File: src/rtl/axis_pkt_gen_if.sv
// axis_pkt_gen_if: AXI-Stream bundle between the packet generator and its sink.
interface axis_pkt_gen_if #(
   parameter int unsigned DATA_BYTES = 64
);
   logic                    tvalid;
   logic                    tready;
   logic [8*DATA_BYTES-1:0] tdata;
   logic [DATA_BYTES-1:0]   tkeep;
   logic                    tlast;
   modport master (output tvalid, tdata, tkeep, tlast, input tready);
   modport slave  (input tvalid, tdata, tkeep, tlast, output tready);
endinterface

File: src/rtl/axis_pkt_gen.sv
// axis_pkt_gen: AXI-Stream packet generator with programmable count, length and gap.
// Byte n of packet p carries (n ^ p)[7:0]; unused lanes of the final beat are zero.
module axis_pkt_gen #(
   parameter int unsigned DATA_BYTES = 64
) (
   input  logic           clk,
   input  logic           rst_n,
   input  logic           cfg_start,
   input  logic           cfg_stop,
   input  logic [31:0]    cfg_num_pkts,
   input  logic [15:0]    cfg_pkt_len,
   input  logic [7:0]     cfg_gap,
   axis_pkt_gen_if.master m_axis,
   output logic           busy,
   output logic           done,
   output logic [31:0]    pkts_sent,
   output logic [47:0]    bytes_sent
);
   localparam logic [31:0] DB = 32'(DATA_BYTES);
   typedef enum logic [1:0] {IDLE, SEND, GAP, DONE} state_t;
   state_t                  r_state;
   logic [31:0]             r_num;
   logic [15:0]             r_len;
   logic [15:0]             r_beat;
   logic [7:0]              r_gap;
   logic [7:0]              r_gap_cnt;
   logic                    r_stop;
   logic                    w_cfg;
   logic                    w_accept;
   logic                    w_last;
   logic [15:0]             w_len;
   logic [15:0]             w_k;
   logic [31:0]             w_p;
   logic [31:0]             w_rem;
   logic [DATA_BYTES-1:0]   w_keep;
   logic [8*DATA_BYTES-1:0] w_data;
   // Next beat to present: first beat of a new run, next beat of this packet, or first beat of the next one.
   always_comb begin
      w_cfg    = r_state == IDLE || r_state == DONE;
      w_accept = m_axis.tvalid && m_axis.tready;
      w_len    = w_cfg ? ((cfg_pkt_len == 16'd0) ? 16'd1 : cfg_pkt_len) : r_len;
      w_p      = w_cfg ? 32'd0 : (r_state == SEND && m_axis.tlast) ? pkts_sent + 32'd1 : pkts_sent;
      w_k      = (r_state == SEND && !m_axis.tlast) ? r_beat + 16'd1 : 16'd0;
      w_last   = (32'(w_k) + 32'd1) * DB >= 32'(w_len);
      w_rem    = 32'(w_len) % DB;
      w_keep   = '0;
      w_data   = '0;
      for (int i = 0; i < DATA_BYTES; i++) begin
         w_keep[i]      = !w_last || w_rem == 32'd0 || 32'(i) < w_rem;
         w_data[8*i +: 8] = w_keep[i] ? 8'(32'(w_k) * DB + 32'(i)) ^ w_p[7:0] : 8'd0;
      end
   end
   always_ff @(posedge clk or negedge rst_n) begin
      if (!rst_n) begin
         r_state    <= IDLE;
         r_num      <= '0;
         r_len      <= '0;
         r_beat     <= '0;
         r_gap      <= '0;
         r_gap_cnt  <= '0;
         r_stop     <= 1'b0;
         busy       <= 1'b0;
         done       <= 1'b0;
         pkts_sent  <= '0;
         bytes_sent <= '0;
         {m_axis.tvalid, m_axis.tlast, m_axis.tkeep, m_axis.tdata} <= '0;
      end else begin
         case (r_state)
            IDLE, DONE: if (cfg_start && !cfg_stop) begin
               r_num      <= cfg_num_pkts;
               r_len      <= w_len;
               r_gap      <= cfg_gap;
               r_stop     <= 1'b0;
               r_beat     <= '0;
               pkts_sent  <= '0;
               bytes_sent <= '0;
               if (cfg_num_pkts == 32'd0) begin
                  r_state <= DONE;
                  busy    <= 1'b0;
                  done    <= 1'b1;
               end else begin
                  r_state <= SEND;
                  busy    <= 1'b1;
                  done    <= 1'b0;
                  {m_axis.tvalid, m_axis.tlast, m_axis.tkeep, m_axis.tdata} <= {1'b1, w_last, w_keep, w_data};
               end
            end
            SEND: begin
               if (cfg_stop) r_stop <= 1'b1;
               if (w_accept) begin
                  bytes_sent <= bytes_sent + 48'($countones(m_axis.tkeep));
                  if (!m_axis.tlast) begin
                     r_beat <= w_k;
                     {m_axis.tvalid, m_axis.tlast, m_axis.tkeep, m_axis.tdata} <= {1'b1, w_last, w_keep, w_data};
                  end else begin
                     pkts_sent <= pkts_sent + 32'd1;
                     r_beat    <= '0;
                     if (pkts_sent + 32'd1 == r_num || r_stop || cfg_stop) begin
                        r_state <= DONE;
                        busy    <= 1'b0;
                        done    <= 1'b1;
                        {m_axis.tvalid, m_axis.tlast, m_axis.tkeep, m_axis.tdata} <= '0;
                     end else if (r_gap != 8'd0) begin
                        r_state   <= GAP;
                        r_gap_cnt <= r_gap;
                        {m_axis.tvalid, m_axis.tlast, m_axis.tkeep, m_axis.tdata} <= '0;
                     end else
                        {m_axis.tvalid, m_axis.tlast, m_axis.tkeep, m_axis.tdata} <= {1'b1, w_last, w_keep, w_data};
                  end
               end
            end
            GAP: if (cfg_stop) begin
               r_state <= DONE;
               busy    <= 1'b0;
               done    <= 1'b1;
            end else if (r_gap_cnt == 8'd1) begin
               r_state <= SEND;
               {m_axis.tvalid, m_axis.tlast, m_axis.tkeep, m_axis.tdata} <= {1'b1, w_last, w_keep, w_data};
            end else
               r_gap_cnt <= r_gap_cnt - 8'd1;
         endcase
      end
   end
endmodule

File: src/flat_wrapper.sv
// flat-port wrapper written by rule: the top's interface ports become plain ports
module axis_pkt_gen_flat 
#(
   parameter int unsigned DATA_BYTES = 64
)
  (clk, rst_n, cfg_start, cfg_stop, cfg_num_pkts, cfg_pkt_len, cfg_gap, busy, done, pkts_sent, bytes_sent, m_axis_tvalid, m_axis_tdata, m_axis_tkeep, m_axis_tlast, m_axis_tready);
  axis_pkt_gen_if #(.DATA_BYTES(DATA_BYTES)) m_axis_i ();
  input  logic clk;
  input  logic rst_n;
  input  logic cfg_start;
  input  logic cfg_stop;
  input  logic [31:0] cfg_num_pkts;
  input  logic [15:0] cfg_pkt_len;
  input  logic [7:0] cfg_gap;
  output logic busy;
  output logic done;
  output logic [31:0] pkts_sent;
  output logic [47:0] bytes_sent;
  output wire logic [$bits(m_axis_i.tvalid)-1:0] m_axis_tvalid;
  output wire logic [$bits(m_axis_i.tdata)-1:0] m_axis_tdata;
  output wire logic [$bits(m_axis_i.tkeep)-1:0] m_axis_tkeep;
  output wire logic [$bits(m_axis_i.tlast)-1:0] m_axis_tlast;
  input wire logic [$bits(m_axis_i.tready)-1:0] m_axis_tready;
  assign m_axis_tvalid = m_axis_i.tvalid;
  assign m_axis_tdata = m_axis_i.tdata;
  assign m_axis_tkeep = m_axis_i.tkeep;
  assign m_axis_tlast = m_axis_i.tlast;
  assign m_axis_i.tready = m_axis_tready;
  axis_pkt_gen #(.DATA_BYTES(DATA_BYTES)) u_core (.clk(clk), .rst_n(rst_n), .cfg_start(cfg_start), .cfg_stop(cfg_stop), .cfg_num_pkts(cfg_num_pkts), .cfg_pkt_len(cfg_pkt_len), .cfg_gap(cfg_gap), .m_axis(m_axis_i), .busy(busy), .done(done), .pkts_sent(pkts_sent), .bytes_sent(bytes_sent));
endmodule
File: config.mk
export PLATFORM = sky130hd
export DESIGN_NAME = axis_pkt_gen_flat
export DESIGN_NICKNAME = d
export VERILOG_FILES = /design/src/rtl/axis_pkt_gen_if.sv /design/src/rtl/axis_pkt_gen.sv /design/src/flat_wrapper.sv
export SDC_FILE = /design/constraint.sdc
export NUM_CORES = 1
export LEC_CHECK = 0
export BUFFER_PORTS_ARGS = -buffer_cell sky130_fd_sc_hd__clkbuf_2
export CAP_MARGIN = 0
export CORE_MARGIN = 4
export CORE_UTILIZATION = 40
export CTS_CLUSTER_DIAMETER = 30
export DETAILED_ROUTE_END_ITERATION = 8
export PLACE_DENSITY_LB_ADDON = 0.15
export SLEW_MARGIN = 20
export SYNTH_ARGS = -nofsm -noshare
export SYNTH_HDL_FRONTEND = slang
export SYNTH_SLANG_ARGS = --single-unit
export TNS_END_PERCENT = 50
File: constraint.sdc
create_clock -name clk -period 6.5 [get_ports clk]
set_clock_uncertainty 0.05 [all_clocks]
set_input_delay 1.95 -clock clk [delete_from_list [all_inputs] [get_ports clk]]
set_output_delay 1.95 -clock clk [all_outputs]
set_load 0.05 [all_outputs]
==> results.toml, run 1 <==
[yosys]
yosysSeqAreaShare = 0.554
ys.flop_type = "dfrtp_1"
synthArstFlopShare = 1.00
synth_top_family_by_area = "simple AND/OR/NAND/NOR gates"
synth-edff-count = 0
synth.avg_cell_area_um2 = 9.79
syn_area_um2 = 33600
yosysWarningCount = 0
ys_types = 82
ys_ff_latch = 743
syn-num-nets = 3619
synthCells = 3430
muxShareOfSynthArea = 0.0162
synth_fa_ha_area_frac = 0.0613
synth-simple-area-share = 0.152
synth_compound_area_frac = 0.150
synth_xor_area_frac = 0.0258

[cells_and_area]
seq_area_um2 = 18700
drive_gt1_frac = 0.311
stdcell_count = 5505
layout.nets = 4477
multi_input_area_um2 = 14100
layout_common_cells = "nand2_1 (733), clkbuf_2 (719), dfrtp_1 (695)"
fillers = 7469
syn_to_final_growth_pct = 36.6
final_common_cell = "nand2_1"
fin_area_um2 = 45900

[worst_setup_path]
reg2reg_slack_ns = -0.72
max_stage_delay_ns = 0.61
cpMostUsedCell = "fa_1"
arrival_ns = 7.78
worst_path_max_delay_cell = "fa_1"
worstRegToRegCells = 27
cp-start-kind = "register"
r2r-end = "u_core.bytes_sent[36]"
critPathTopFamily = "adder cells"
reg2reg_from = "u_core.m_axis.tkeep[17]"
crit_type = "register to register"
critical_path_buf_inv_count = 7
worstPathRequired_ns = 7.06
cp_max_fo = 6
cp-end-kind = "register"

[placed_design]
globalplace.congestion = 0.885
dpl.hpwl_mm = 92.3
dp_cells = 5173
portBuffers = 720
placed_cell_area_um2 = 39400

[clocking]
clk_root_buffer_cell = "clkbuf_16"
clock_latency_ns = 0.75
clkTransAtPathRegs_ns = 0.04
cts_tree = "built"
cts_buffers = 172
clock_sinks = 743
hold_buffers = 0
cts_htree_levels = 4
clock_path_buffers = 3

[die]
rows = 105
die_width_um = 298
initial_core_util = 0.406
die_y_um = 298
core_um2 = 82600
pin_count = 721
dieArea_um2 = 88600

[global_route]
antenna_found_initial = 13
grt_pass1_wl_mm = 195
grt_max_degree = 254
grt_overflow = 0
track_usage = 0.290
grt_pass1_vias = 29700

[outcome]
status = "complete, but fails checks"
violations = "negative setup slack"

[hold_path]
hold-path-endpoint = "u_core.m_axis.tdata[248]"
min_path_type = "register to register"
min_from = "u_core.m_axis.tdata[248]"
min_path_cells = 2

[run]
cap_violations = 0

[timing]
slew_headroom = 0.225
period_share = 1.11
holdWs_ns = 0.423
min_period_ns = 7.22
worst_pin_slew_ns = 1.16
rsz0062_at_grt = "yes"
hold_viol_final = 0
fmax_mhz = 138
setup_ws_ns = -0.721
finalMaxSlewViolations = 0
setup_violations = 42

[routing]
dr_wl_met2_mm = 60.9
finalWirelength_mm = 131
viasPerCell = 5.39
routed.top_layer = "met5"
drt_first_iter_violations = 2207
dr_wl_met3_mm = 10.1
vias = 29700
wirelength_met1_mm = 54.1
ant_nets = 0
firstDrtPassIters = 6
wl_per_cell_um = 23.7
drc_errors = 0
-- kinds of logic after synthesis --
family                   after synthesis
AO/OA/AOI/OAI                        914
XOR/XNOR                              99
adder cells (fa/ha/maj)              128
buffers and inverters                334
flip-flops                           743
multiplexers                          49
AND/OR/NAND/NOR                     1163
-- tightest hold or removal path: stages, from the launching register on --
cell and delay [ns]:
dfrtp_1 0.33, nand2_1 0.05, o21ai_0 0.06
-- synth_stat cells (7+ instances only) --
cell	n	area share
and2_1	14	0.0026
o21ai_1	44	0.0066
fa_1	61	0.036
nand3_1	68	0.010
xor2_1	34	0.0089
nand2_1	733	0.082
clkbuf_1	131	0.015
clkbuf_2	34	0.0051
xnor2_1	65	0.017
a21o_1	9	0.0020
nand4_1	36	0.0067
nand2b_1	13	0.0024
and3_1	20	0.0037
mux2_2	43	0.014
a22o_1	9	0.0023
or4_1	17	0.0038
o211ai_1	12	0.0027
a211oi_1	7	0.0016
buf_2	30	0.0045
ha_1	67	0.025
a21oi_1	99	0.015
dfrtp_1	743	0.55
o31ai_1	21	0.0047
a21boi_0	14	0.0031
nor4_1	29	0.0054
and4_1	10	0.0026
nor2_1	141	0.016
a31oi_1	14	0.0026
o21ai_0	627	0.093
nor3_1	27	0.0040
inv_1	128	0.014
or3_1	16	0.0030
-- area by class of cell --
| cell class | instances | share of cell area |
|---|---|---|
| well taps | 1070 | 0.0292 |
| inverters | 128 | 0.0105 |
| clock inverters | 85 | 0.0292 |
| repair buffers | 890 | 0.111 |
| diodes | 3 | 0.000164 |
| multi-input cells | 2353 | 0.307 |
| flip-flops and latches | 743 | 0.407 |
| clock buffers | 233 | 0.106 |
-- worst max path at each step --
stage	start	end	slack, ns	depth (start not counted)
after floorplan	u_core.m_axis.tkeep[62]	u_core.bytes_sent[36]	-0.49	27
after global placement	u_core.m_axis.tkeep[12]	u_core.bytes_sent[45]	-0.71	25
after detailed placement	u_core.m_axis.tkeep[12]	u_core.bytes_sent[41]	-0.80	25
after CTS	u_core.m_axis.tkeep[3]	u_core.bytes_sent[43]	-0.72	28
after global routing	u_core.m_axis.tkeep[49]	u_core.bytes_sent[38]	-0.95	25
final	u_core.m_axis.tkeep[17]	u_core.bytes_sent[36]	-0.72	27
-- sequential cells by signal (all words and copies together), names as in the netlist --
| register | cells |
|---|---|
| u_core.m_axis.tdata | 512 |
| u_core.m_axis.tkeep | 64 |
| u_core.bytes_sent | 48 |
| u_core.pkts_sent | 32 |
| u_core.r_num | 32 |
| u_core.r_beat | 16 |
| u_core.r_len | 16 |
| u_core.r_gap | 8 |
| u_core.r_gap_cnt | 8 |
| u_core.r_state | 2 |
| u_core.busy | 1 |
| u_core.done | 1 |
| u_core.m_axis.tlast | 1 |
| u_core.m_axis.tvalid | 1 |
| u_core.r_stop | 1 |
-- through the flow --
step	TNS, ns	util	worst slack (ns)
floorplan	-10.71	-	-0.489
global route	-33.23	0.555	-0.954
CTS	-24.47	0.554	-0.724
finish	-23.23	0.555	-0.721
global placement	-21.19	0.476	-0.705
detailed placement	-24.28	0.477	-0.797
-- routing by layer --
layer,global-route usage,vias up
met3,0.0816,270
li1,-,13500
met4,0.124,8
met5,0,-
met2,0.459,1190
met1,0.374,14700
-- timing repair --
action                     CTS  global route
buffers inserted             7             4
gates resized for setup     30            22
setup endpoints to repair   42            44
cloned                       1             0
hold endpoints to repair     0             0
pin swaps                   31            34
Power of run 1 is not shown: default switching activity piles up to over one toggle a cycle in this logic, so the estimate is an artifact.
==> inputs of run 2 (changes only) <==
--- a/config.mk
+++ b/config.mk
@@ -12,6 +12,7 @@
 export CTS_CLUSTER_DIAMETER = 30
 export DETAILED_ROUTE_END_ITERATION = 8
 export PLACE_DENSITY_LB_ADDON = 0.15
+export RECOVER_POWER = 25
 export SLEW_MARGIN = 20
 export SYNTH_ARGS = -nofsm -noshare
 export SYNTH_HDL_FRONTEND = slang
==> run 2 against run 1 <==
Net effect: die area stayed put; final area is 0.19% lower; register-to-register slack hardly changed; critical endpoint is now u_core.bytes_sent[38]; the run ends with max-capacitance violations, max-slew violations, negative setup slack left; first-iteration DRC count increased by 1.2%; setup slack got worse by 0.0079 ns; global-route usage stayed put; critical path depth unchanged; maximum frequency down 0.11%; via count about the same; non-clock buffer count unchanged; sequential share of layout area up 0.077 points.
==> results.toml, run 2 (synthesized netlist as in run 1, its figures left out) <==
[timing]
slew_headroom = -0.925
hold_viol_final = 0
tns_ns = -23.23
setup_ws_ns = -0.729
fmax_mhz = 138
setup_violations = 42
min_period_ns = 7.23
rsz0062_at_grt = "yes"
finalMaxSlewViolations = 488
worst_pin_slew_ns = 2.89
period_share = 1.11
holdWs_ns = 0.423

[placed_design]
dp_cells = 5173
portBuffers = 720
globalplace.congestion = 0.885
dpl.hpwl_mm = 92.3

[worst_setup_path]
worstRegToRegCells = 27
cp_max_fo = 6
cp-start-kind = "register"
arrival_ns = 7.80
worstPathRequired_ns = 7.07
cp-end-kind = "register"
crit_type = "register to register"

[die]
die_y_um = 298
dieArea_um2 = 88600
initial_core_util = 0.406
pin_count = 721
die_width_um = 298
rows = 105
core_um2 = 82600

[global_route]
antenna_found_initial = 13
grt_max_degree = 254
track_usage = 0.290
grt_pass1_wl_mm = 195
grt_overflow = 0
grt_pass1_vias = 29700

[cells_and_area]
stdcell_count = 5505
seq_area_um2 = 18700
layout_common_cells = "nand2_1 (733), clkbuf_2 (722), dfrtp_1 (695)"
layout.nets = 4477
drive_gt1_frac = 0.310
largest_register_ffs = 512
final_common_cell = "nand2_1"
multi_input_area_um2 = 14100
syn_to_final_growth_pct = 36.4
fillers = 7485

[clocking]
cts_htree_levels = 4
cts_buffers = 172
clkTransAtPathRegs_ns = 0.04
clock_latency_ns = 0.75
hold_buffers = 0
clock_path_buffers = 3
clk_root_buffer_cell = "clkbuf_16"
clock_sinks = 743
cts_tree = "built"

[hold_path]
min_path_cells = 2
min_path_type = "register to register"

[outcome]
violations = "max-capacitance violations, max-slew violations, negative setup slack"
status = "complete, but fails checks"

[routing]
viasPerCell = 5.38
finalWirelength_mm = 130
firstDrtPassIters = 5
wl_per_cell_um = 23.7
ant_nets = 0
vias = 29600
drt_first_iter_violations = 2233
drc_errors = 0

[run]
cap_violations = 6
-- run 2: cell count changes in the layout (fill, tap and decap cells not counted), sizes merged --
cell,delta
buf,-10
clkbuf,+10
-- run 2: worst paths after layout --
| kind | end | slack, ns | from |
|---|---|---|---|
| setup / recovery | u_core.bytes_sent[38] | -0.73 | u_core.m_axis.tkeep[17] |
| hold / removal | u_core.m_axis.tdata[248] | 0.42 | u_core.m_axis.tdata[248] |
| setup reg to reg | u_core.bytes_sent[38] | -0.73 | u_core.m_axis.tkeep[17] |
| hold reg to reg | u_core.m_axis.tdata[248] | 0.42 | u_core.m_axis.tdata[248] |
| max in group asynchronous | u_core.m_axis.tdata[258] | 0.76 | rst_n |
| min in group asynchronous | u_core.m_axis.tdata[67] | 2.06 | rst_n |
-- run 2: repair_timing --
item | CTS | global route
setup endpoints to repair | 42 | 44
gates cloned | 1 | 0
gates resized for setup | 30 | 22
pin swaps | 31 | 34
setup buffers | 7 | 4
-- run 2: cell type report --
class,count,area share
sequential,743,0.407
multi-input combinational,2353,0.308
timing repair buffer,890,0.110
clock buffer,233,0.106
clock inverter,85,0.0293
tap,1070,0.0292
inverter,128,0.0105
antenna,3,0.000164
-- run 2: stage by stage --
step	instance area [um^2]	worst slack, ns	utilization
4_1_cts	45800	-0.724	0.554
5_1_grt	45800	-0.954	0.554
3_5_place_dp	39400	-0.797	0.477
3_3_place_gp	39400	-0.705	0.476
6_report	45800	-0.729	0.554
2_1_floorplan	33800	-0.489	-
-- run 2: worst max-delay path: stages, from the launching register on --
cell and delay, ns:
dfrtp_2 0.42, ha_4 0.17, fa_1 0.50, fa_1 0.61, inv_2 0.05, fa_1 0.45
fa_1 0.53, inv_2 0.05, fa_1 0.51, fa_2 0.61, inv_2 0.05, fa_1 0.43
inv_1 0.07, ha_2 0.18, inv_2 0.04, fa_1 0.51, inv_2 0.05, ha_4 0.21
nor2b_4 0.12, o21ai_2 0.17, a21boi_2 0.08, o21a_1 0.20, o21a_1 0.21, o211ai_1 0.23
buf_4 0.28, nor3_4 0.05, xnor2_1 0.20, nor2_1 0.05
-- run 2: per-layer routing --
metal | share of wire | GRT usage | vias up
met5 | 0.00048 | 0 | -
met4 | 0.041 | 0.124 | 8
met3 | 0.078 | 0.0816 | 262
met2 | 0.47 | 0.459 | 1149
met1 | 0.41 | 0.374 | 14700
li1 | - | - | 13500
Power of run 2 is left out for the same reason.
==> inputs of run 3 (changes only) <==
--- a/config.mk
+++ b/config.mk
@@ -7,10 +7,13 @@
 export LEC_CHECK = 0
 export BUFFER_PORTS_ARGS = -buffer_cell sky130_fd_sc_hd__clkbuf_2
 export CAP_MARGIN = 0
+export CELL_PAD_IN_SITES_DETAIL_PLACEMENT = 1
+export CELL_PAD_IN_SITES_GLOBAL_PLACEMENT = 1
 export CORE_MARGIN = 4
-export CORE_UTILIZATION = 40
+export CORE_UTILIZATION = 38
 export CTS_CLUSTER_DIAMETER = 30
 export DETAILED_ROUTE_END_ITERATION = 8
+export HOLD_SLACK_MARGIN = 0.1
 export PLACE_DENSITY_LB_ADDON = 0.15
 export RECOVER_POWER = 25
 export SLEW_MARGIN = 20
==> run 3 against run 2 <==
Net effect: the run still ends with max-capacitance violations, max-slew violations, negative setup slack left; die area is 5.1% higher; via count grew 2.0%; critical path depth stayed put; setup slack improved by 0.027 ns; critical endpoint is now u_core.bytes_sent[24].
==> results.toml, run 3 (synthesized netlist as in run 1, its figures left out) <==
[global_route]
grt_max_degree = 213
grt_overflow = 0
grt_pass1_vias = 32000
grt_pass1_wl_mm = 212
track_usage = 0.298
antenna_found_initial = 6

[die]
die_width_um = 305
core_um2 = 87200
pin_count = 721
initial_core_util = 0.385
rows = 108
die_y_um = 305
dieArea_um2 = 93200

[placed_design]
placed_cell_area_um2 = 39500
portBuffers = 720
dpl.hpwl_mm = 99.7
globalplace.congestion = 0.862

[clocking]
clk_root_buffer_cell = "clkbuf_16"
cts_htree_levels = 4
clkTransAtPathRegs_ns = 0.05
cts_buffers = 175
clock_latency_ns = 0.75
clock_sinks = 743
clock_path_buffers = 3
cts_tree = "built"

[worst_setup_path]
critical_path_buf_inv_count = 8
crit_type = "register to register"
critPathTopFamily = "adder cells"
cpMostUsedCell = "fa_1"
cp-start-kind = "register"
worstPathRequired_ns = 7.12
max_stage_delay_ns = 0.60
worst_path_max_delay_cell = "fa_1"
cp_max_fo = 5
arrival_ns = 7.82
cp-end-kind = "register"

[cells_and_area]
multi_input_area_um2 = 14100
layout_common_cells = "nand2_1 (733), clkbuf_2 (724), dfrtp_1 (695)"
final_common_cell = "nand2_1"
drive_gt1_frac = 0.313
fin_area_um2 = 45900
syn_to_final_growth_pct = 36.6
layout.nets = 4480
largest_register_ffs = 512
fillers = 9879
seq_area_um2 = 18700

[timing]
hold_viol_final = 0
rsz0062_at_grt = "yes"
slew_headroom = -0.711
setup_ws_ns = -0.702
finalMaxSlewViolations = 538
worst_pin_slew_ns = 2.57
min_period_ns = 7.20
fmax_mhz = 139
setup_violations = 42
period_share = 1.11

[routing]
vias = 30200
viasPerCell = 5.40
finalWirelength_mm = 141
drc_errors = 0
ant_nets = 0
firstDrtPassIters = 5
wl_per_cell_um = 25.2
drt_first_iter_violations = 2129

[run]
cap_violations = 8

[hold_path]
min_path_type = "register to register"

[outcome]
violations = "max-capacitance violations, max-slew violations, negative setup slack"
status = "complete, but fails checks"
## run 3: layout make-up
cell class	count	share of cell area
Tap cell	1155	0.0315
Timing Repair Buffer	890	0.110
Clock buffer	238	0.110
Clock inverter	90	0.0235
Inverter	128	0.0105
Multi-Input combinational cell	2353	0.308
Sequential cell	743	0.407
Antenna cell	2	0.000109
## run 3: path summary, 6_finish.rpt
| check | start | to | slack, ns | depth (start not counted) |
|---|---|---|---|---|
| min reg2reg | u_core.m_axis.tdata[153] | u_core.m_axis.tdata[153] | 0.42 | 2 |
| max in group asynchronous | rst_n | u_core.m_axis.tdata[372] | 0.90 | 2 |
| min in group asynchronous | rst_n | u_core.m_axis.tdata[432] | 1.94 | 1 |
| max reg2reg | u_core.m_axis.tkeep[63] | u_core.bytes_sent[24] | -0.70 | 27 |
| min | u_core.m_axis.tdata[153] | u_core.m_axis.tdata[153] | 0.42 | 2 |
| max | u_core.m_axis.tkeep[63] | u_core.bytes_sent[24] | -0.70 | 27 |
## run 3: layer usage
layer | share of wire | vias up | wire, um | global-route usage
met5 | 0.00011 | - | 15 | 0
met3 | 0.063 | 271 | 8830 | 0.0708
met4 | 0.038 | 4 | 5430 | 0.113
met2 | 0.48 | 996 | 67300 | 0.490
li1 | - | 13500 | - | -
met1 | 0.42 | 15500 | 59300 | 0.384
## run 3: what timing repair did
item,CTS,global route
setup buffers,7,3
cloned,1,0
resized for setup,34,28
endpoints found under the setup margin,42,44
pin swaps,34,27
hold buffers,0,0
## run 3: through the flow
stage / cells / utilization / hold slack (ns) / setup TNS, ns / setup WS (ns)
2_1_floorplan: 3430 / - / 0.394 / -10.71 / -0.489
3_3_place_gp: 5254 / 0.452 / 0.406 / -21.34 / -0.691
3_5_place_dp: 5256 / 0.453 / 0.413 / -24.86 / -0.812
4_1_cts: 5592 / 0.525 / 0.426 / -22.42 / -0.702
5_1_grt: 5598 / 0.526 / 0.446 / -32.31 / -0.932
6_report: 5599 / 0.526 / 0.424 / -21.18 / -0.702
## run 3: tightest hold or removal path, stage by stage, from the launching register on
cell     delay, ns
dfrtp_1       0.33
nand2_1       0.04
o21ai_0       0.06
Power of run 3 is left out for the same reason.
